===== config.mk =====
export PLATFORM = sky130hd
export DESIGN_NAME = mu0_serial_alu
export DESIGN_NICKNAME = d
export VERILOG_FILES = /design/src/rtl/mu0_alu_pkg.sv /design/src/rtl/mu0_serial_slice.sv /design/src/rtl/mu0_serial_alu.sv
export SDC_FILE = /design/constraint.sdc
export NUM_CORES = 1
export LEC_CHECK = 0
export ABC_AREA = 1
export ABC_CLOCK_PERIOD_IN_PS = 3000
export CAP_MARGIN = 10
export CORE_ASPECT_RATIO = 2
export CORE_UTILIZATION = 56
export DETAILED_ROUTE_END_ITERATION = 10
export HOLD_SLACK_MARGIN = 0.08
export MAX_ROUTING_LAYER = met4
export PLACE_DENSITY = 0.84
export SKIP_CTS_REPAIR_TIMING = 1
export SLEW_MARGIN = 20
export SYNTH_ARGS = -nofsm -noshare
export SYNTH_HDL_FRONTEND = slang
export SYNTH_SLANG_ARGS = --single-unit

===== constraint.sdc =====
create_clock -name clk -period 3 [get_ports clk]
set_input_delay 0.75 -clock clk [delete_from_list [all_inputs] [get_ports clk]]
set_output_delay 0.75 -clock clk [all_outputs]
set_load 0.005 [all_outputs]

===== src/rtl/mu0_alu_pkg.sv =====
// Shared types and constants for the MU0 bit-serial add/subtract unit.
// The optional overflow flag is controlled by MU0_SERIAL_ALU_OVF_EN.
package mu0_alu_pkg;

    typedef enum logic [1:0] {
        IDLE  = 2'd0,
        SHIFT = 2'd1,
        DONE  = 2'd2
    } alu_state_t;

    localparam logic OP_ADD = 1'b0;
    localparam logic OP_SUB = 1'b1;

    localparam int MU0_WIDTH = 16;

endpackage


===== src/rtl/mu0_serial_slice.sv =====
// Single full-adder slice; binv inverts b so that a + ~b + 1 yields a - b.
module mu0_serial_slice (
    input  logic a,
    input  logic b,
    input  logic binv,
    input  logic cin,
    output logic sum,
    output logic cout
);

    logic b_eff;

    assign b_eff = b ^ binv;
    assign sum   = a ^ b_eff ^ cin;
    assign cout  = (a & b_eff) | (a & cin) | (b_eff & cin);

endmodule


===== src/rtl/mu0_serial_alu.sv =====
// Bit-serial WIDTH-bit add/subtract unit, LSB first, start/done handshake.
// Define MU0_SERIAL_ALU_OVF_EN to add the signed-overflow flag output ovf.
module mu0_serial_alu
    import mu0_alu_pkg::*;
#(
    parameter int WIDTH = MU0_WIDTH
) (
    input  logic             clk,
    input  logic             reset_n,
    input  logic             start,
    input  logic             op,
    input  logic [WIDTH-1:0] a,
    input  logic [WIDTH-1:0] b,
    output logic             busy,
    output logic             done,
    output logic [WIDTH-1:0] result,
    output logic             cout,
    output logic             zero,
`ifdef MU0_SERIAL_ALU_OVF_EN
    output logic             neg,
    output logic             ovf
`else
    output logic             neg
`endif
);

    localparam int CW = (WIDTH > 2) ? $clog2(WIDTH) : 1;

    alu_state_t       state_reg, state_next;
    logic [WIDTH-1:0] a_sr_reg, b_sr_reg, res_sr_reg, res_shift;
    logic [CW-1:0]    cnt_reg;
    logic             binv_reg, carry_reg;
    logic             slice_sum, slice_cout;
    logic [WIDTH-1:0] result_reg;
    logic             cout_reg, zero_reg, neg_reg;
    logic             last_shift;

    mu0_serial_slice u_slice (
        .a    (a_sr_reg[0]),
        .b    (b_sr_reg[0]),
        .binv (binv_reg),
        .cin  (carry_reg),
        .sum  (slice_sum),
        .cout (slice_cout)
    );

    assign res_shift  = {slice_sum, res_sr_reg[WIDTH-1:1]};
    assign last_shift = (state_reg == SHIFT) && (cnt_reg == '0);

    always_ff @(posedge clk or negedge reset_n) begin
        if (!reset_n) begin
            state_reg <= IDLE;
        end else begin
            state_reg <= state_next;
        end
    end

    always_comb begin
        state_next = state_reg;
        case (state_reg)
            IDLE:    if (start) state_next = SHIFT;
            SHIFT:   if (cnt_reg == '0) state_next = DONE;
            DONE:    state_next = IDLE;
            default: state_next = IDLE;
        endcase
    end

    always_ff @(posedge clk or negedge reset_n) begin
        if (!reset_n) begin
            a_sr_reg   <= '0;
            b_sr_reg   <= '0;
            res_sr_reg <= '0;
            cnt_reg    <= '0;
            binv_reg   <= 1'b0;
            carry_reg  <= 1'b0;
        end else if (state_reg == IDLE) begin
            if (start) begin
                a_sr_reg  <= a;
                b_sr_reg  <= b;
                binv_reg  <= (op == OP_SUB);
                carry_reg <= (op == OP_SUB);
                cnt_reg   <= CW'(WIDTH - 1);
            end
        end else if (state_reg == SHIFT) begin
            a_sr_reg   <= a_sr_reg >> 1;
            b_sr_reg   <= b_sr_reg >> 1;
            res_sr_reg <= res_shift;
            carry_reg  <= slice_cout;
            cnt_reg    <= cnt_reg - 1'b1;
        end
    end

    // Flags come from the completed word so they never show a partial shift.
    always_ff @(posedge clk or negedge reset_n) begin
        if (!reset_n) begin
            result_reg <= '0;
            cout_reg   <= 1'b0;
            zero_reg   <= 1'b0;
            neg_reg    <= 1'b0;
        end else if (last_shift) begin
            result_reg <= res_shift;
            cout_reg   <= slice_cout;
            zero_reg   <= (res_shift == '0);
            neg_reg    <= res_shift[WIDTH-1];
        end
    end

`ifdef MU0_SERIAL_ALU_OVF_EN
    logic cmsb_reg;

    // During the final shift the carry register holds the carry into the MSB.
    always_ff @(posedge clk or negedge reset_n) begin
        if (!reset_n) begin
            cmsb_reg <= 1'b0;
        end else if (last_shift) begin
            cmsb_reg <= carry_reg;
        end
    end

    assign ovf = cmsb_reg ^ cout_reg;
`endif

    assign busy   = (state_reg != IDLE);
    assign done   = (state_reg == DONE);
    assign result = result_reg;
    assign cout   = cout_reg;
    assign zero   = zero_reg;
    assign neg    = neg_reg;

endmodule


== Word-level counts from Yosys, hierarchy flattened ==
Index checks and enable logic that the tools add are counted.

* $add $sub $neg: 1
* Multipliers: 0
* Divide/modulo/power cells: 0
* Order comparisons: 0
* Eq/ne operators: 4
* Shifts and indexed selects: 0
* Multiplexer cells: 15
* Bitwise operators: 9
* Reductions and logical operators: 10

{| class="wikitable"
|+ Operators with widths
! cell !! number
|-
| $mux 16 || 6
|-
| $logic_not 16->1 || 1
|-
| $mux 4 || 3
|-
| $reduce_and 2->1 || 4
|-
| $logic_not 4->1 || 1
|-
| $mux 2 || 2
|-
| $pmux 2 s2 || 1
|-
| $reduce_bool 2->1 || 2
|-
| $sub 4x1->4 const B || 1
|-
| $and 1x1->1 || 3
|-
| $mux 1 || 3
|-
| $xor 1x1->1 || 3
|-
| $eq 2x1->1 const B || 1
|-
| $eq 2x2->1 const B || 1
|-
| $logic_not 2->1 || 1
|-
| $ne 2x1->1 const B || 1
|-
| $ne 2x2->1 const B || 1
|-
| $or 1x1->1 || 2
|-
| $logic_and 1x1->1 || 1
|-
| $not 1->1 || 1
|}

* Register bits after elaboration: 75
* Latch bits: 0
* Bits in writable memories: 0
* Bits in read-only memories: 0
* Bits of input ports: 36
* Output and inout bits: 21
* Logic and storage cells: 50
* Memories: 0

== Depth between registers and ports, before layout ==
Gate-level depths: netlist (run 1).

* Depth in word-level cells: 6
* Mapped depth: 8
* Depth with buffers taken out: 8

== By module ==
A second synthesis (run 1) with hierarchy kept.

* Cells, all modules: 399
* Area, all modules: 3375.7 µm²

{| class="wikitable"
|+ By module, submodules not included
! module !! times used !! cells each !! area an instance (µm²) !! sequential area each (µm²)
|-
| mu0_serial_alu || 1 || 389 || 3321.9 || 1826.8
|-
| mu0_serial_slice || 1 || 10 || 53.8 || 0.0
|}

== Worst setup path before layout (run 1) ==
OpenSTA, ideal clock, no wires.

* Kind: register -> output
* Start point: register state_reg[1]
* End point: output port busy
* Data arrival time: 950 ps
* Data required time: 2250 ps
* Slack: 1300 ps
* Cell stages (with the launch flop): 5
* Path buffers: 2
* Cells stage by stage: dfrtp_1 -> nor2_4 -> buf_4 -> buf_6 -> inv_1

* Word-level cells in the longest chain between the ends: 1

{| class="wikitable"
|+ Ends and longest elaborated chain
! item !! line !! RTL
|-
| from (decl) || mu0_serial_alu.sv:29 || <nowiki>alu_state_t state_reg, state_next;</nowiki>
|-
| from (signal assigned) || mu0_serial_alu.sv:54 || <nowiki>state_reg <= state_next;</nowiki>
|-
| $reduce_bool 2->1 || mu0_serial_alu.sv:123 || <nowiki>assign busy = (state_reg != IDLE);</nowiki>
|-
| to (decl) || mu0_serial_alu.sv:14 || <nowiki>output logic busy,</nowiki>
|}

No other way between the ends.

== Final worst setup path (run 1) ==
* Start point: register state_reg[1]
* End point: output port done

* Word-level cells in the longest chain between the ends: 1

{| class="wikitable"
|+ Ends and longest elaborated chain
! item !! line !! RTL
|-
| $eq 2x2->1 || mu0_serial_alu.sv:124 || <nowiki>assign done = (state_reg == DONE);</nowiki>
|-
| to (decl) || mu0_serial_alu.sv:15 || <nowiki>output logic done,</nowiki>
|}

No other way between the ends.

==> results.yml, run 1 <==
floorplan:
  num_rows: 39
  core-area_um2: 5660
  die_width_um: 56.0
  dieArea_um2: 6150
  pin_count: 57
  initial_utilization_pct: 57.6
  die_h_um: 110
route:
  via_per_inst: 5.29
  drt-total-wl_um: 6510
  first_iter_violations: 113
  num_vias: 2677
  dr.pass1.iters: 5
  wl_per_cell_um: 12.9
  ant_nets: 0
  drc_errors: 0
cts:
  clkLatencyLatePin_ps: 330
  cts_root_buffer: "clkbuf_16"
  cts_buffers: 9
  clk_pin_slew_ps: 60
  cts_tree: "yes"
  clock_path_buffers: 2
  cts_max_level: 3
  clock-sinks: 73
timing:
  finClkSkew_ps: 5.67
  slew_viol_final: 0
  finalSetupTns_ps: 0
  hold_viol_final: 0
  post-route-period-util_pct: 75.8
  rsz0062_at_grt: "no"
  worst_slew_margin_rel_pct: 52.0
  hold_ws_ps: 473
  max_slew.worst_pin.slew_ps: 720
  finalCriticalPeriod_ps: 2270
  max_freq_mhz: 440
  setup_violations: 0
min_path:
  hold_class: "reg -> reg"
  holdCritStartpoint: "result[4]$_DFFE_PN0P_"
  hold_depth: 2
global_routing:
  grt_pass1_wl_um: 11100
  antenna_found_initial: 0
  grt_max_degree: 68
  overflow: 0
  track_usage_pct: 24.7
  grt_pass1_vias: 2543
synthesis:
  ys_ff_latch: 73
  syn_area_um2: 3260
  synth_fp_nets: 427
  syn_inst: 389
  syn_avg_cell_area_um2: 8.39
  yosysWarnings: 0
  ys_types: 25
  ys_seq_area_share_pct: 56.0
pwr:
  finalPower_mw: 4.50
  combPwrFrac_pct: 37.8
  ir_drop_mv: 0.755
  p_leak_nw: 1.96
  power_density_nw_per_um2: 1080
  p_sw_mw: 1.61
  intPower_mw: 2.89
  sw_frac_of_total_pct: 35.8
  clkPwrFrac_pct: 25.6
  p_seq_share_pct: 36.6
critical_path:
  path_max_fanout: 3
  cp-startpoint: "state_reg[1]$_DFFE_PN0P_"
  endpoint_kind: "primary output"
  r2r_cells: 7
  required_ps: 2250
  start_kind: "register"
  worstPathArrival_ps: 1520
  worstReg2RegStart: "state_reg[1]$_DFFE_PN0P_"
  critPathKind: "reg -> out"
layout:
  drive_above_1_share_pct: 6.52
  final_cell_mix: "120 x nand2_1, 73 x dfrtp_1, 57 x o21ai_0"
  nets: 478
  synthToLayoutAreaGrowth_pct: 27.1
  fin_util_pct: 73.3
  layout_commonest_cell: "nand2_1"
  antenna_cells: 0
placement:
  portBuffers: 56
  hpwl_um: 4440
  place.gp.congestion: 0.738
run_status:
  status: "finished clean"
flow_run:
  maxCapViolations: 0
==> cell type report <==
type	count	area, um2
clock buffer	10	239
fill	428	1510
clock inverter	6	90.1
inverter	51	194
multi-input combinational	244	1120
tap	61	76.3
sequential	73	1830
timing repair buffer	61	606
==> cells by family (layout without fill, tap and decap cells) <==
family / count (synthesis) / after routing / share of synthesized area (%)
fa+ha+maj: 2 / 2 / 0.997
xor+xnor: 1 / 1 / 0.268
flops: 73 / 73 / 56.0
compound gates: 93 / 93 / 14.3
simple gates: 148 / 148 / 18.6
buf+inv: 72 / 128 / 9.78
==> final timing paths <==
path | slack [ps] | end
worst max-delay path | 730 | done
max in group asynchronous | 1870 | cout$_DFFE_PN0P_
worst min register to register | 470 | result[4]$_DFFE_PN0P_
worst min-delay path | 470 | result[4]$_DFFE_PN0P_
min in group asynchronous | 480 | res_sr_reg[12]$_DFFE_PN0P_
worst max register to register | 890 | a_sr_reg[9]$_DFFE_PN0P_
==> stage by stage <==
| step | cell area (um2) | setup WS, ps | std cells |
|---|---|---|---|
| after floorplan | 3260 | 1300 | 389 |
| after global placement | 3820 | 759 | 490 |
| after detailed placement | 3820 | 658 | 490 |
| after CTS | 4150 | 720 | 506 |
| after global routing | 4150 | 650 | 506 |
| final | 4150 | 726 | 506 |
==> power groups by stage <==
stage | Clock (mW) | Sequential (mW) | Combinational [mW]
3_5_place_dp | 0 | 1.65 | 1.69
6_report | 1.15 | 1.65 | 1.70
4_1_cts | 1.17 | 1.65 | 1.71
5_1_grt | 1.21 | 1.70 | 1.97
3_3_place_gp | 0 | 1.63 | 1.61
2_1_floorplan | 0 | 1.62 | 1.16
==> worst max-delay path: stages, from the launching register on <==
cell             delay (ps)
dfrtp_1                 500
inv_1                    70
nor2_1                  120
clkdlybuf4s50_1         510
==> Yosys cell counts <==
library cell / instances / area (um2)
nand2_1: 120 / 450
dfrtp_1: 73 / 1830
o21ai_0: 57 / 285
inv_1: 49 / 184
o21ai_1: 35 / 175
nor2_1: 11 / 41.3
nand3_1: 10 / 50.1
buf_4: 7 / 52.6
clkbuf_1: 7 / 26.3
buf_2: 4 / 20.0
buf_6: 2 / 22.5
buf_1: 1 / 3.75
fa_1: 1 / 20.0
ha_1: 1 / 12.5
inv_2: 1 / 3.75
inv_4: 1 / 6.26
nand2_2: 1 / 6.26
nand2_4: 1 / 11.3
nand4_1: 1 / 6.26
nor2_2: 1 / 6.26
nor2_4: 1 / 11.3
nor2_8: 1 / 20.0
nor3_1: 1 / 5.00
o211ai_1: 1 / 7.51
xnor2_1: 1 / 8.76
==> metal layers <==
metal | up-vias | part of all wire (%) | global-route usage, %
met1 | 1251 | 38 | 26.9
met5 | - | 0 | -
met3 | 17 | 3.8 | 5.76
li1 | 1317 | - | -
met2 | 92 | 55 | 41.1
met4 | 0 | 3.5 | 14.3
Power figures use the tool's default switching activity.
==> run 2, diff against run 1 <==
Settings changed: ABC_CLOCK_PERIOD_IN_PS 3000 to 2100, CORE_UTILIZATION 56 to 52, PLACE_DENSITY 0.84 to 0.79.
Clock period 3 ns to 2.1 ns, I/O delays scaled along.
==> run 2 against run 1 <==
  * The flow now finishes with violations (DRC)
  * Count of clock-buffer cells in the layout is 2 higher
  * Sequential share of layout area grew 0.13 points
  * Sequential power rose by 42%
  * Register-to-register slack got worse by 510 ps
  * Wire length decreased by 4.0%
  * Combinational power rose by 42%
  * Highest routed layer unchanged
==> results.yml, run 2 (synthesized netlist as in run 1, its figures left out) <==
placement:
  portBuffers: 56
  place.gp.congestion: 0.748
  dpl-instance-area_um2: 3850
  hpwl_um: 4270
  post-place-ws_ps: 227
  placedCellCount: 493
timing:
  slew_viol_final: 0
  finClkSkew_ps: 4.62
  finalCriticalPeriod_ps: 2010
  finalSetupTns_ps: 0
  hold_viol_final: 0
  setup_violations: 0
  max_slew.worst_pin.slew_ps: 333
  hold_ws_ps: 168
  rsz0062_at_grt: "no"
  fin_ws_ps: 88.0
  max_freq_mhz: 497
  post-route-period-util_pct: 95.8
  worst_slew_margin_rel_pct: 77.8
floorplan:
  die_h_um: 114
  core-area_um2: 6010
  initial_utilization_pct: 54.3
  pin_count: 57
  num_rows: 40
  die_width_um: 58.0
  dieArea_um2: 6620
route:
  num_vias: 2554
  dr.pass1.iters: 8
  wl_per_cell_um: 12.3
  drt-total-wl_um: 6250
  ant_nets: 0
  drc_errors: 3
  first_iter_violations: 104
  via_per_inst: 5.03
critical_path:
  worst-r2r-setup-slack_ps: 380
  worstPathArrival_ps: 1490
  crit_path_top_delay_cell: "clkdlybuf4s50_1"
  max_stage_delay_ps: 520
  rr_endpoint: "a_sr_reg[8]$_DFFE_PN0P_"
  crit_chain: "inv_1, nor2_1, clkdlybuf4s50_1"
  required_ps: 1570
  endpoint_kind: "primary output"
  r2r_cells: 7
  path_max_fanout: 3
  cp_top_family: "buffers and inverters"
  cp-startpoint: "state_reg[1]$_DFFE_PN0P_"
  start_kind: "register"
  critPathKind: "reg -> out"
  endpoint: "done"
  worstReg2RegStart: "state_reg[1]$_DFFE_PN0P_"
  critical_path_buf_inv_count: 2
  cp.depth: 3
cts:
  cts_max_level: 3
  cts_root_buffer: "clkbuf_16"
  cts_buffers: 9
  clock-sinks: 73
  clock_path_buffers: 2
  clk_pin_slew_ps: 50
  cts_tree: "yes"
  clkLatencyLatePin_ps: 330
layout:
  final_cells: 508
  fin_util_pct: 68.9
  nets: 479
  final_area_um2: 4140
  final_cell_mix: "120 x nand2_1, 73 x dfrtp_1, 57 x o21ai_0"
  antenna_cells: 0
  drive_above_1_share_pct: 6.52
  layout_commonest_cell: "nand2_1"
  synthToLayoutAreaGrowth_pct: 26.8
global_routing:
  grt_pass1_vias: 2504
  antenna_found_initial: 0
  overflow: 0
  grt_max_degree: 64
  grt_pass1_wl_um: 11200
  track_usage_pct: 23.2
pwr:
  ir_drop_mv: 0.778
  finalPower_mw: 6.18
  power_density_nw_per_um2: 1490
  p_leak_nw: 1.96
run_status:
  violations: "DRC"
  status: "finished with violations"
min_path:
  hold_class: "in -> async"
flow_run:
  maxCapViolations: 0
-- run 2: report_power, final --
part	internal, mW	total [mW]	switching, mW
registers	2.04	2.35	0.310
clock network	0.882	1.42	0.540
logic	1.04	2.41	1.38
total	3.96	6.18	2.23
-- run 2: worst min path at each step --
stage | slack, ps | endpoint
global route | 180 | result[11]$_DFFE_PN0P_
detailed placement | 460 | result[0]$_DFFE_PN0P_
global placement | 450 | result[8]$_DFFE_PN0P_
finish | 170 | result[11]$_DFFE_PN0P_
CTS | 160 | result[11]$_DFFE_PN0P_
floorplan | 230 | a_sr_reg[0]$_DFFE_PN0P_
-- run 2: final cells by class --
type                    count  area, um2
fillers                   506       1870
flip-flops and latches     73       1830
multi-input cells         244       1120
repair buffers             62        638
clock buffers              12        267
inverters                  51        194
well taps                  63       78.8
clock inverters             3       15.0
-- run 2: worst reg2reg max path, delay by kind of cell (launching register included) --
family                 cells  cell delay [ps]
AND/OR/NAND/NOR            4              490
buffers and inverters      2              590
flip-flops                 1              470
AO/OA/AOI/OAI              1               90
-- run 2: routing by layer --
layer	vias up	track usage (%)	wire length, um
met2	66	35.9	3290
li1	1321	-	-
met3	17	5.44	210
met5	-	-	0
met1	1150	27.5	2540
met4	0	13.2	201
